$ cat config.mk
export PLATFORM = sky130hd
export DESIGN_NAME = clkdiv_prog
export DESIGN_NICKNAME = d
export VERILOG_FILES = /design/src/rtl/clkdiv_pkg.sv /design/src/rtl/clkdiv_chan.sv /design/src/rtl/clkdiv_prog.sv
export SDC_FILE = /design/constraint.sdc
export NUM_CORES = 1
export LEC_CHECK = 0
export BUFFER_PORTS_ARGS = -buffer_cell sky130_fd_sc_hd__buf_2
export CAP_MARGIN = 30
export CELL_PAD_IN_SITES_DETAIL_PLACEMENT = 1
export CELL_PAD_IN_SITES_GLOBAL_PLACEMENT = 2
export CORE_MARGIN = 2
export CORE_UTILIZATION = 30
export DETAILED_ROUTE_END_ITERATION = 8
export PLACE_DENSITY = 0.66
export SLEW_MARGIN = 5
export SYNTH_ARGS = -nofsm -noshare
export SYNTH_HDL_FRONTEND = slang
export SYNTH_HIERARCHICAL = 1
export SYNTH_SLANG_ARGS = --single-unit
$ cat constraint.sdc
create_clock -name clk -period 5.5 [get_ports clk]
set_clock_uncertainty 0.15 [all_clocks]
set_input_delay 0.825 -clock clk [delete_from_list [all_inputs] [get_ports clk]]
set_output_delay 0.825 -clock clk [all_outputs]
set_load 0.1 [all_outputs]
$ cat src/rtl/clkdiv_pkg.sv
// Shared constants and the configuration record for the programmable clock divider.
package clkdiv_pkg;

   localparam int MIN_DIV     = 2;
   localparam int CH_FIELD_W  = 4;
   localparam int DIV_FIELD_W = 32;

   typedef struct packed {
      logic [CH_FIELD_W-1:0]  ch;
      logic [DIV_FIELD_W-1:0] div;
   } div_cfg_t;

endpackage

$ cat src/rtl/clkdiv_chan.sv
// One divider channel: counter, active/pending divide values and registered outputs.
module clkdiv_chan
   import clkdiv_pkg::*;
#(
   parameter int WIDTH       = 16,
   parameter int DEFAULT_DIV = 10
) (
   input  logic                   clk,
   input  logic                   rst,
   input  logic                   i_en,
   input  logic                   i_cfg_we,
   input  logic [DIV_FIELD_W-1:0] i_cfg_div,
   output logic                   o_pending,
   output logic                   o_clkdiv,
   output logic                   o_tick
);

   logic [WIDTH-1:0] r_cnt;
   logic [WIDTH-1:0] r_div;
   logic [WIDTH-1:0] r_pend_div;
   logic             r_pend;
   logic             r_clkdiv;
   logic             r_tick;

   logic             w_wrap;
   logic [WIDTH-1:0] w_cfg_div;

   assign w_wrap    = (r_cnt == (r_div - WIDTH'(1)));
   assign w_cfg_div = (i_cfg_div < DIV_FIELD_W'(MIN_DIV)) ? WIDTH'(MIN_DIV)
                                                          : i_cfg_div[WIDTH-1:0];

   always_ff @(posedge clk or negedge rst) begin
      if (!rst) begin
         r_cnt      <= '0;
         r_div      <= WIDTH'(DEFAULT_DIV);
         r_pend_div <= '0;
         r_pend     <= 1'b0;
         r_clkdiv   <= 1'b0;
         r_tick     <= 1'b0;
      end else begin
         r_tick <= 1'b0;
         if (i_en) begin
            r_clkdiv <= (r_cnt >= (r_div >> 1));
            if (w_wrap) begin
               r_cnt  <= '0;
               r_tick <= 1'b1;
               // New divide only takes effect at a period boundary
               if (r_pend) begin
                  r_div  <= r_pend_div;
                  r_pend <= 1'b0;
               end
            end else begin
               r_cnt <= r_cnt + WIDTH'(1);
            end
         end else if (r_pend) begin
            r_div  <= r_pend_div;
            r_pend <= 1'b0;
            r_cnt  <= '0;
         end
         if (i_cfg_we) begin
            r_pend_div <= w_cfg_div;
            r_pend     <= 1'b1;
         end
      end
   end

   assign o_pending = r_pend;
   assign o_clkdiv  = r_clkdiv;
   assign o_tick    = r_tick;

endmodule

$ cat src/rtl/clkdiv_prog.sv
// Multi-channel programmable clock divider: config decode, ready mux and channel array.
module clkdiv_prog
   import clkdiv_pkg::*;
#(
   parameter int N_CH        = 4,
   parameter int WIDTH       = 16,
   parameter int DEFAULT_DIV = 10,
   localparam int CH_W       = (N_CH > 1) ? $clog2(N_CH) : 1
) (
   input  logic              clk,
   input  logic              rst,
   input  logic [N_CH-1:0]   en,
   input  logic              cfg_valid,
   output logic              cfg_ready,
   input  logic [CH_W-1:0]   cfg_ch,
   input  logic [WIDTH-1:0]  cfg_div,
   output logic [N_CH-1:0]   clkdiv,
   output logic [N_CH-1:0]   tick
);

   div_cfg_t        w_cfg;
   logic [N_CH-1:0] w_pend;
   logic [N_CH-1:0] w_we;

   assign w_cfg.ch  = CH_FIELD_W'(cfg_ch);
   assign w_cfg.div = DIV_FIELD_W'(cfg_div);

   // Out-of-range channels match nothing, so they stay ready and are dropped
   always_comb begin
      cfg_ready = 1'b1;
      for (int i = 0; i < N_CH; i++) begin
         if (w_cfg.ch == CH_FIELD_W'(i)) cfg_ready = ~w_pend[i];
      end
   end

   generate
      for (genvar gi = 0; gi < N_CH; gi++) begin : g_chan
         assign w_we[gi] = cfg_valid & cfg_ready & (w_cfg.ch == CH_FIELD_W'(gi));

         clkdiv_chan #(
            .WIDTH       (WIDTH),
            .DEFAULT_DIV (DEFAULT_DIV)
         ) u_chan (
            .clk       (clk),
            .rst       (rst),
            .i_en      (en[gi]),
            .i_cfg_we  (w_we[gi]),
            .i_cfg_div (w_cfg.div),
            .o_pending (w_pend[gi]),
            .o_clkdiv  (clkdiv[gi]),
            .o_tick    (tick[gi])
         );
      end
   endgenerate

endmodule

==> results of run 1 <==
cell type report:
| type | count | area (sq um) |
|---|---|---|
| tap | 585 | 732 |
| timing repair buffer | 42 | 275 |
| multi-input combinational | 1030 | 7660 |
| clock buffer | 38 | 704 |
| fill | 4905 | 28200 |
| inverter | 91 | 342 |
| sequential | 204 | 5110 |
| clock inverter | 8 | 121 |
metrics by stage:
| stage | cell area [sq um] | setup slack [ns] | hold slack [ns] |
|---|---|---|---|
| after floorplan | 13400 | 2.19 | 0.317 |
| after CTS | 14900 | 1.62 | 0.237 |
| after global routing | 14900 | 1.45 | 0.241 |
| after detailed placement | 14100 | 1.64 | 0.341 |
| final | 14900 | 1.68 | 0.180 |
| after global placement | 14100 | 1.63 | 0.332 |
layout by cell type (no fill, tap or decap), types with 8 or more instances in the layout:
| cell | count |
|---|---|
| sky130_fd_sc_hd__a211oi_1 | 9 |
| sky130_fd_sc_hd__a21o_1 | 35 |
| sky130_fd_sc_hd__a21oi_1 | 20 |
| sky130_fd_sc_hd__a221o_1 | 9 |
| sky130_fd_sc_hd__and2_1 | 12 |
| sky130_fd_sc_hd__and3_1 | 18 |
| sky130_fd_sc_hd__buf_2 | 32 |
| sky130_fd_sc_hd__clkbuf_1 | 10 |
| sky130_fd_sc_hd__clkbuf_16 | 25 |
| sky130_fd_sc_hd__conb_1 | 64 |
| sky130_fd_sc_hd__dfrtp_1 | 196 |
| sky130_fd_sc_hd__dfstp_2 | 8 |
| sky130_fd_sc_hd__ha_1 | 68 |
| sky130_fd_sc_hd__inv_1 | 91 |
| sky130_fd_sc_hd__mux2_2 | 77 |
| sky130_fd_sc_hd__mux2_4 | 27 |
| sky130_fd_sc_hd__nand2_1 | 66 |
| sky130_fd_sc_hd__nand2b_1 | 23 |
| sky130_fd_sc_hd__nand3_1 | 32 |
| sky130_fd_sc_hd__nand4_1 | 42 |
| sky130_fd_sc_hd__nor2_1 | 99 |
| sky130_fd_sc_hd__nor3_1 | 40 |
| sky130_fd_sc_hd__nor3b_1 | 13 |
| sky130_fd_sc_hd__nor4_1 | 44 |
| sky130_fd_sc_hd__o211ai_1 | 32 |
| sky130_fd_sc_hd__o211ai_2 | 10 |
| sky130_fd_sc_hd__o21ai_0 | 22 |
| sky130_fd_sc_hd__o22ai_1 | 12 |
| sky130_fd_sc_hd__o31ai_1 | 11 |
| sky130_fd_sc_hd__or3_1 | 11 |
| sky130_fd_sc_hd__or4_1 | 19 |
| sky130_fd_sc_hd__xnor2_1 | 54 |
| sky130_fd_sc_hd__xor2_1 | 55 |
worst max-delay path: cells and delay by family (launching register included):
kind / cells / cell delay [ns]
buf+inv: 1 / 0.13
mux: 1 / 0.37
compound gates: 4 / 1.56
flops: 1 / 0.40
fa+ha+maj: 1 / 0.26
simple gates: 2 / 0.81
sequential cells by signal, indices dropped and copies added (netlist names):
name / count
g_chan.u_chan/r_cnt: 64
g_chan.u_chan/o_tick: 4
g_chan.u_chan/r_pend_div: 64
g_chan.u_chan/o_pending: 4
g_chan.u_chan/r_div: 64
g_chan.u_chan/o_clkdiv: 4
path summary, 6_finish.rpt:
path / cells past startpoint / slack [ns] / endpoint / from
max: 9 / 1.68 / g_chan[3].u_chan/r_div[14] / g_chan[3].u_chan/r_div[0]
min: 1 / 0.18 / g_chan[0].u_chan/o_tick / rst
max reg2reg: 9 / 1.68 / g_chan[3].u_chan/r_div[14] / g_chan[3].u_chan/r_div[0]
min reg2reg: 1 / 0.34 / g_chan[2].u_chan/r_div[4] / g_chan[2].u_chan/r_pend_div[4]
max in group asynchronous: 2 / 3.88 / g_chan[1].u_chan/r_cnt[12] / rst
min in group clk: 1 / 0.34 / g_chan[2].u_chan/r_div[4] / g_chan[2].u_chan/r_pend_div[4]
report_power, final:
part / total (W) / internal (W) / switching (W)
clock: 0.00170 / 0.00102 / 0.000681
sequential: 0.00247 / 0.00188 / 0.000596
combinational: 0.00199 / 0.000996 / 0.000993
total: 0.00616 / 0.00389 / 0.00227
metal layers:
metal | up-vias | GRT usage (%)
li1 | 4901 | -
met1 | 5186 | 23.0
met2 | 110 | 28.6
met3 | 31 | 2.17
met4 | 0 | 3.35
met5 | - | 0
cell families (layout without fill, tap and decap cells):
group	after synthesis	in the layout
xor gates and xnor gates	109	109
buffers and inverters	155	179
DFF	204	204
other	1	64
muxes	112	112
adders and majority gates	68	68
AOI/OAI and AO/OA	218	218
and+or+nand+nor	459	459
==> flow_summary.json, run 1 <==
{
  "status": "completed",
  "floorplan.die.width_um": 213,
  "htreeDepth": 1,
  "met2_wirelength_um": 17500,
  "critPathSlowestCell": "sky130_fd_sc_hd__a2111oi_4",
  "min_period_ns": 3.82,
  "synthDominantAreaCellType": "sky130_fd_sc_hd__dfrtp_1",
  "hold_viol": 0,
  "detail_route.first_pass.iterations": 4,
  "cts_tree": "built",
  "layout.core_utilization_pct": 34.6,
  "clockRootBuffer": "sky130_fd_sc_hd__clkbuf_16",
  "syn_area_per_cell_sq_um": 9.93,
  "met3_wirelength_um": 1340,
  "areaGrowthSynthToFinish_pct": 13.5,
  "gp_routability_congestion": 0.791,
  "detailed_place_hpwl_um": 26100,
  "synth_edf_count": 0,
  "layout_worst_path_cycle_share_pct": 69.5,
  "ys_seq_elements": 204,
  "tns_ns": 0,
  "avgRoutedWirePerCell_um": 18.5,
  "grt_util_all_layers_pct": 16.8,
  "placement_rows": 76,
  "yosys_most_used_dff": "sky130_fd_sc_hd__dfrtp_1",
  "critical_path.max_fanout": 16,
  "clkTransAtPathRegs_ns": 0.06,
  "yosys.cell_types.count": 68,
  "vdd.ir_drop.worst_mv": 0.332,
  "globalRoute.totalOverflow": 0,
  "floorplan.die_area_sq_um": 45600,
  "topRoutingLayerUsed": "met4",
  "data_arrival_time_of_the_critical_path_ns": 4.09,
  "async_flop_share_pct": 100,
  "initial_utilization_pct": 30.5,
  "setup_viol": 0,
  "rsz0062_at_grt": "no",
  "num_antenna_cells": 0,
  "worstPathRequired_ns": 5.77,
  "synth.top_cells.by_area": "sky130_fd_sc_hd__dfrtp_1 (37%), sky130_fd_sc_hd__mux2_2 (6.6%), sky130_fd_sc_hd__ha_1 (6.5%)",
  "floorplan.io_pins": 34,
  "mappedNetlistArea_sq_um": 13200,
  "route.final.wire_length_um": 36900,
  "clock_sink_count": 204,
  "cp_cell_sequence": "inv_1, ha_1, or3b_2, nor4_1, o211ai_1, a221o_1, a2111oi_4, o21ai_4, mux2_4",
  "path_class": "flip-flop to flip-flop",
  "grt_antenna_before_repair": 1,
  "yosysSeqAreaShare_pct": 38.8,
  "finalNonFillerCells": 1998,
  "synth_simple_gate_area_share_pct": 18.9,
  "synth_largest_type_area_fraction_pct": 37.3,
  "worstSetupStartpointType": "flip-flop",
  "io_buffers": 33,
  "vias": 10200,
  "drive_gt1_share_pct": 16.1,
  "ctsLongestPathBuffers": 3,
  "cts-hold-fix-buffers": 0,
  "synth.area.mux_share_pct": 10.4,
  "maximum_achievable_frequency_mhz": 262,
  "post_synthesis_compound_gate_area_fraction_pct": 13.1,
  "drt_iter0_drc": 360,
  "via_per_inst": 5.12,
  "ys_top_cells_by_count": "sky130_fd_sc_hd__dfrtp_1 (196), sky130_fd_sc_hd__nor2_1 (99), sky130_fd_sc_hd__inv_1 (91)",
  "leakagePower_nw": 6.77,
  "slew-limit-headroom_pct": 36.2,
  "ctsResizeCount": 0,
  "yosys.area_share.xor_xnor_pct": 7.25,
  "post_cts.repair.setup_buffers": 0,
  "dominant_combinational_cell_family_by_area_after_synthesis": "simple AND/OR/NAND/NOR gates",
  "ys.warnings.count": 6,
  "wire_length_of_the_first_global_routing_pass_um": 61400,
  "tritoncts.num_buffers": 25,
  "core_area_sq_um": 43200,
  "timing.final.max_slew_violations": 0,
  "final_nets": 1487,
  "first_global_vias": 10900,
  "tightest_slew_ns": 0.957,
  "synthMostInstantiatedCell": "sky130_fd_sc_hd__dfrtp_1",
  "dp_cells": 1951,
  "maximum_number_of_pins_on_one_net_before_global_route_repair": 114,
  "maxCapViolCount": 0,
  "synth-adder-area-share_pct": 6.46,
  "drt-met1-wl_um": 17600,
  "syn_inst": 1326,
  "fp.dieH_um": 213,
  "post-layout-total-power_w": 0.00616,
  "clock_latency_ns": 0.55,
  "critical_path.max_stage_delay_ns": 0.69,
  "detail-route-antenna-nets": 0,
  "cellPowerDensity_nw_per_um2": 412,
  "critical_path_sink_type": "flip-flop",
  "worst_hold_path_type": "primary input to async pin",
  "remaining_drc_errors": 0
}
Note: power is estimated with default switching activity, not from simulation.
==> run 2: changes to the inputs <==
--- a/config.mk
+++ b/config.mk
@@ -12,7 +12,7 @@
 export CORE_MARGIN = 2
 export CORE_UTILIZATION = 30
 export DETAILED_ROUTE_END_ITERATION = 8
-export PLACE_DENSITY = 0.66
+export PLACE_DENSITY = 0.69
 export SLEW_MARGIN = 5
 export SYNTH_ARGS = -nofsm -noshare
 export SYNTH_HDL_FRONTEND = slang
==> constraint.sdc (replaced) <==
create_clock -name clk -period 3.2 [get_ports clk]
set_clock_uncertainty 0.15 [all_clocks]
set_input_delay 0.48 -clock clk [delete_from_list [all_inputs] [get_ports clk]]
set_output_delay 0.48 -clock clk [all_outputs]
set_load 0.1 [all_outputs]
==> flow_summary.json, run 2 (same netlist as run 1, synthesis figures left out) <==
{
  "cts_tree": "built",
  "num_antenna_cells": 0,
  "detail_route.first_pass.iterations": 5,
  "floorplan.io_pins": 34,
  "wire_length_of_the_first_global_routing_pass_um": 62700,
  "io_buffers": 33,
  "grt-busiest-layer": "met2",
  "path_class": "flip-flop to flip-flop",
  "setup_viol": 1,
  "worstSetupStartpointType": "flip-flop",
  "core_area_sq_um": 43200,
  "worstPathRequired_ns": 3.49,
  "place_worst_setup_slack_ns": -0.0399,
  "first_global_vias": 11400,
  "rsz0062_at_grt": "yes",
  "vdd.ir_drop.worst_mv": 0.459,
  "placement_rows": 76,
  "htreeDepth": 1,
  "initial_utilization_pct": 30.5,
  "final_common_cell": "sky130_fd_sc_hd__dfrtp_1",
  "final_cell_mix": "sky130_fd_sc_hd__dfrtp_1 (192), sky130_fd_sc_hd__buf_4 (115), sky130_fd_sc_hd__nor2_1 (98), sky130_fd_sc_hd__inv_1 (89), sky130_fd_sc_hd__mux2_2 (76)",
  "critical_path_sink_type": "flip-flop",
  "detailed_place_hpwl_um": 28200,
  "detail-route-antenna-nets": 0,
  "data_arrival_time_of_the_critical_path_ns": 3.49,
  "power.share.sequential_pct": 33.5,
  "filler_cell_count": 4939,
  "floorplan.die.width_um": 213,
  "clockRootBuffer": "sky130_fd_sc_hd__clkbuf_16",
  "worst_hold_path_type": "primary input to flip-flop",
  "status": "finished, violations left",
  "fp.dieH_um": 213,
  "globalRoute.totalOverflow": 0,
  "drt_iter0_drc": 483,
  "slew-limit-headroom_pct": 57.4,
  "leakagePower_nw": 7.48,
  "clkTransAtPathRegs_ns": 0.06,
  "gp_routability_congestion": 0.843,
  "finalNonFillerCells": 2117,
  "total_switching_power_w": 0.00430,
  "maximum_number_of_pins_on_one_net_before_global_route_repair": 68,
  "timing.final.max_slew_violations": 0,
  "hold_viol": 0,
  "vias": 10700,
  "finalHoldWorstSlack_ns": 0.113,
  "tightest_slew_ns": 0.639,
  "ctsLongestPathBuffers": 3,
  "remaining_drc_errors": 0,
  "layout_worst_path_cycle_share_pct": 100,
  "critical_path.max_fanout": 17,
  "tritoncts.num_buffers": 26,
  "top_regs": "g_chan.u_chan/r_cnt x64, g_chan.u_chan/r_div x64, g_chan.u_chan/r_pend_div x64",
  "areaGrowthSynthToFinish_pct": 23.7,
  "globalRouteMet3Util_pct": 2.05,
  "dp_cells": 2056,
  "gr-usage-met1_pct": 23.3,
  "floorplan.die_area_sq_um": 45600,
  "maximum_achievable_frequency_mhz": 312,
  "avgRoutedWirePerCell_um": 18.2,
  "netSwitchingFraction_pct": 36.3,
  "via_per_inst": 5.05,
  "route.final.wire_length_um": 38600,
  "globalRouteMet2Util_pct": 29.1,
  "cellPowerDensity_nw_per_um2": 728,
  "p_clk_share_pct": 27.0,
  "grt_antenna_before_repair": 0,
  "grt_util_all_layers_pct": 17.2,
  "final_nets": 1605,
  "timing.final.ws_setup_ns": -0.00411,
  "intPower_w": 0.00755,
  "min_period_ns": 3.20,
  "maxCapViolCount": 0,
  "clock_latency_ns": 0.56,
  "failed_checks": "setup timing",
  "pwr-share-comb_pct": 39.5,
  "clock_sink_count": 204,
  "drive_gt1_share_pct": 25.8,
  "postLayoutCellArea_sq_um": 16300,
  "placedInstanceArea_sq_um": 15000
}
[run 2: changes by cell type in the layout (fill, tap and decap cells not counted), moves of 4 or more]
cell,before,now
sky130_fd_sc_hd__buf_12,1,5
sky130_fd_sc_hd__clkbuf_16,25,30
sky130_fd_sc_hd__dfrtp_1,196,192
sky130_fd_sc_hd__dfrtp_2,0,4
sky130_fd_sc_hd__clkinvlp_4,1,5
sky130_fd_sc_hd__or4_4,1,9
sky130_fd_sc_hd__nor4_1,44,39
sky130_fd_sc_hd__or4_1,19,11
sky130_fd_sc_hd__clkbuf_1,10,2
sky130_fd_sc_hd__buf_4,7,115
[run 2: power groups by stage]
stage	logic (W)	clock network, W	registers [W]
finish	0.00468	0.00320	0.00397
global placement	0.00425	0	0.00395
CTS	0.00445	0.00331	0.00395
global route	0.00522	0.00340	0.00408
floorplan	0.00300	0	0.00380
detailed placement	0.00441	0	0.00398
[run 2: worst paths after layout]
kind / start / slack [ns] / cells past startpoint / endpoint
setup / recovery: g_chan[1].u_chan/r_div[9] / -0.004 / 8 / g_chan[1].u_chan/o_pending
hold reg to reg: g_chan[2].u_chan/r_pend_div[1] / 0.35 / 1 / g_chan[2].u_chan/r_pend_div[1]
hold / removal: cfg_div[0] / 0.11 / 3 / g_chan[2].u_chan/r_pend_div[0]
setup reg to reg: g_chan[1].u_chan/r_div[9] / -0.004 / 8 / g_chan[1].u_chan/o_pending
min in group asynchronous: rst / 0.33 / 2 / g_chan[3].u_chan/o_tick
max in group asynchronous: rst / 1.65 / 3 / g_chan[1].u_chan/r_div[3]
[run 2: area by class of cell]
cell class | instances | area, sq um | area share (%)
sequential | 204 | 5120 | 31.4
clock inverter | 18 | 238 | 1.46
inverter | 91 | 342 | 2.10
multi-input combinational | 1030 | 7910 | 48.6
clock buffer | 30 | 697 | 4.28
tap | 585 | 732 | 4.50
timing repair buffer | 159 | 1250 | 7.65
[run 2: worst max-delay path: stages (launching register included)]
cell,delay [ns]
sky130_fd_sc_hd__dfrtp_1,0.38
sky130_fd_sc_hd__or4_4,0.54
sky130_fd_sc_hd__or4_4,0.51
sky130_fd_sc_hd__a2111oi_4,0.37
sky130_fd_sc_hd__o2111ai_2,0.17
sky130_fd_sc_hd__or3_4,0.40
sky130_fd_sc_hd__o21a_1,0.23
sky130_fd_sc_hd__buf_12,0.17
sky130_fd_sc_hd__a21o_1,0.17
[run 2: per-layer routing]
| metal | vias up | share of wire (%) |
|---|---|---|
| li1 | 5134 | - |
| met1 | 5443 | 48 |
| met2 | 81 | 48 |
| met3 | 41 | 2.0 |
| met4 | 0 | 2.1 |
| met5 | - | 0 |
[run 2: through the flow]
| stage | util (%) | setup TNS [ns] | total power [W] |
|---|---|---|---|
| after global routing | 37.7 | -2.97 | 0.0127 |
| after global placement | 34.7 | 0 | 0.00821 |
| after floorplan | - | -0.00145 | 0.00680 |
| final | 37.7 | -0.00411 | 0.0119 |
| after CTS | 36.9 | -0.0144 | 0.0117 |
| after detailed placement | 34.7 | -0.532 | 0.00839 |
[run 2: what timing repair did]
| item | in CTS | in global routing |
|---|---|---|
| pin swaps | 1 | 15 |
| gates resized for setup | 5 | 48 |
| buffers inserted | 1 | 9 |
| cloned | 0 | 3 |
| hold buffers | 1 | 0 |
| hold endpoints to repair | 63 | 0 |
| endpoints found under the setup margin | 26 | 111 |
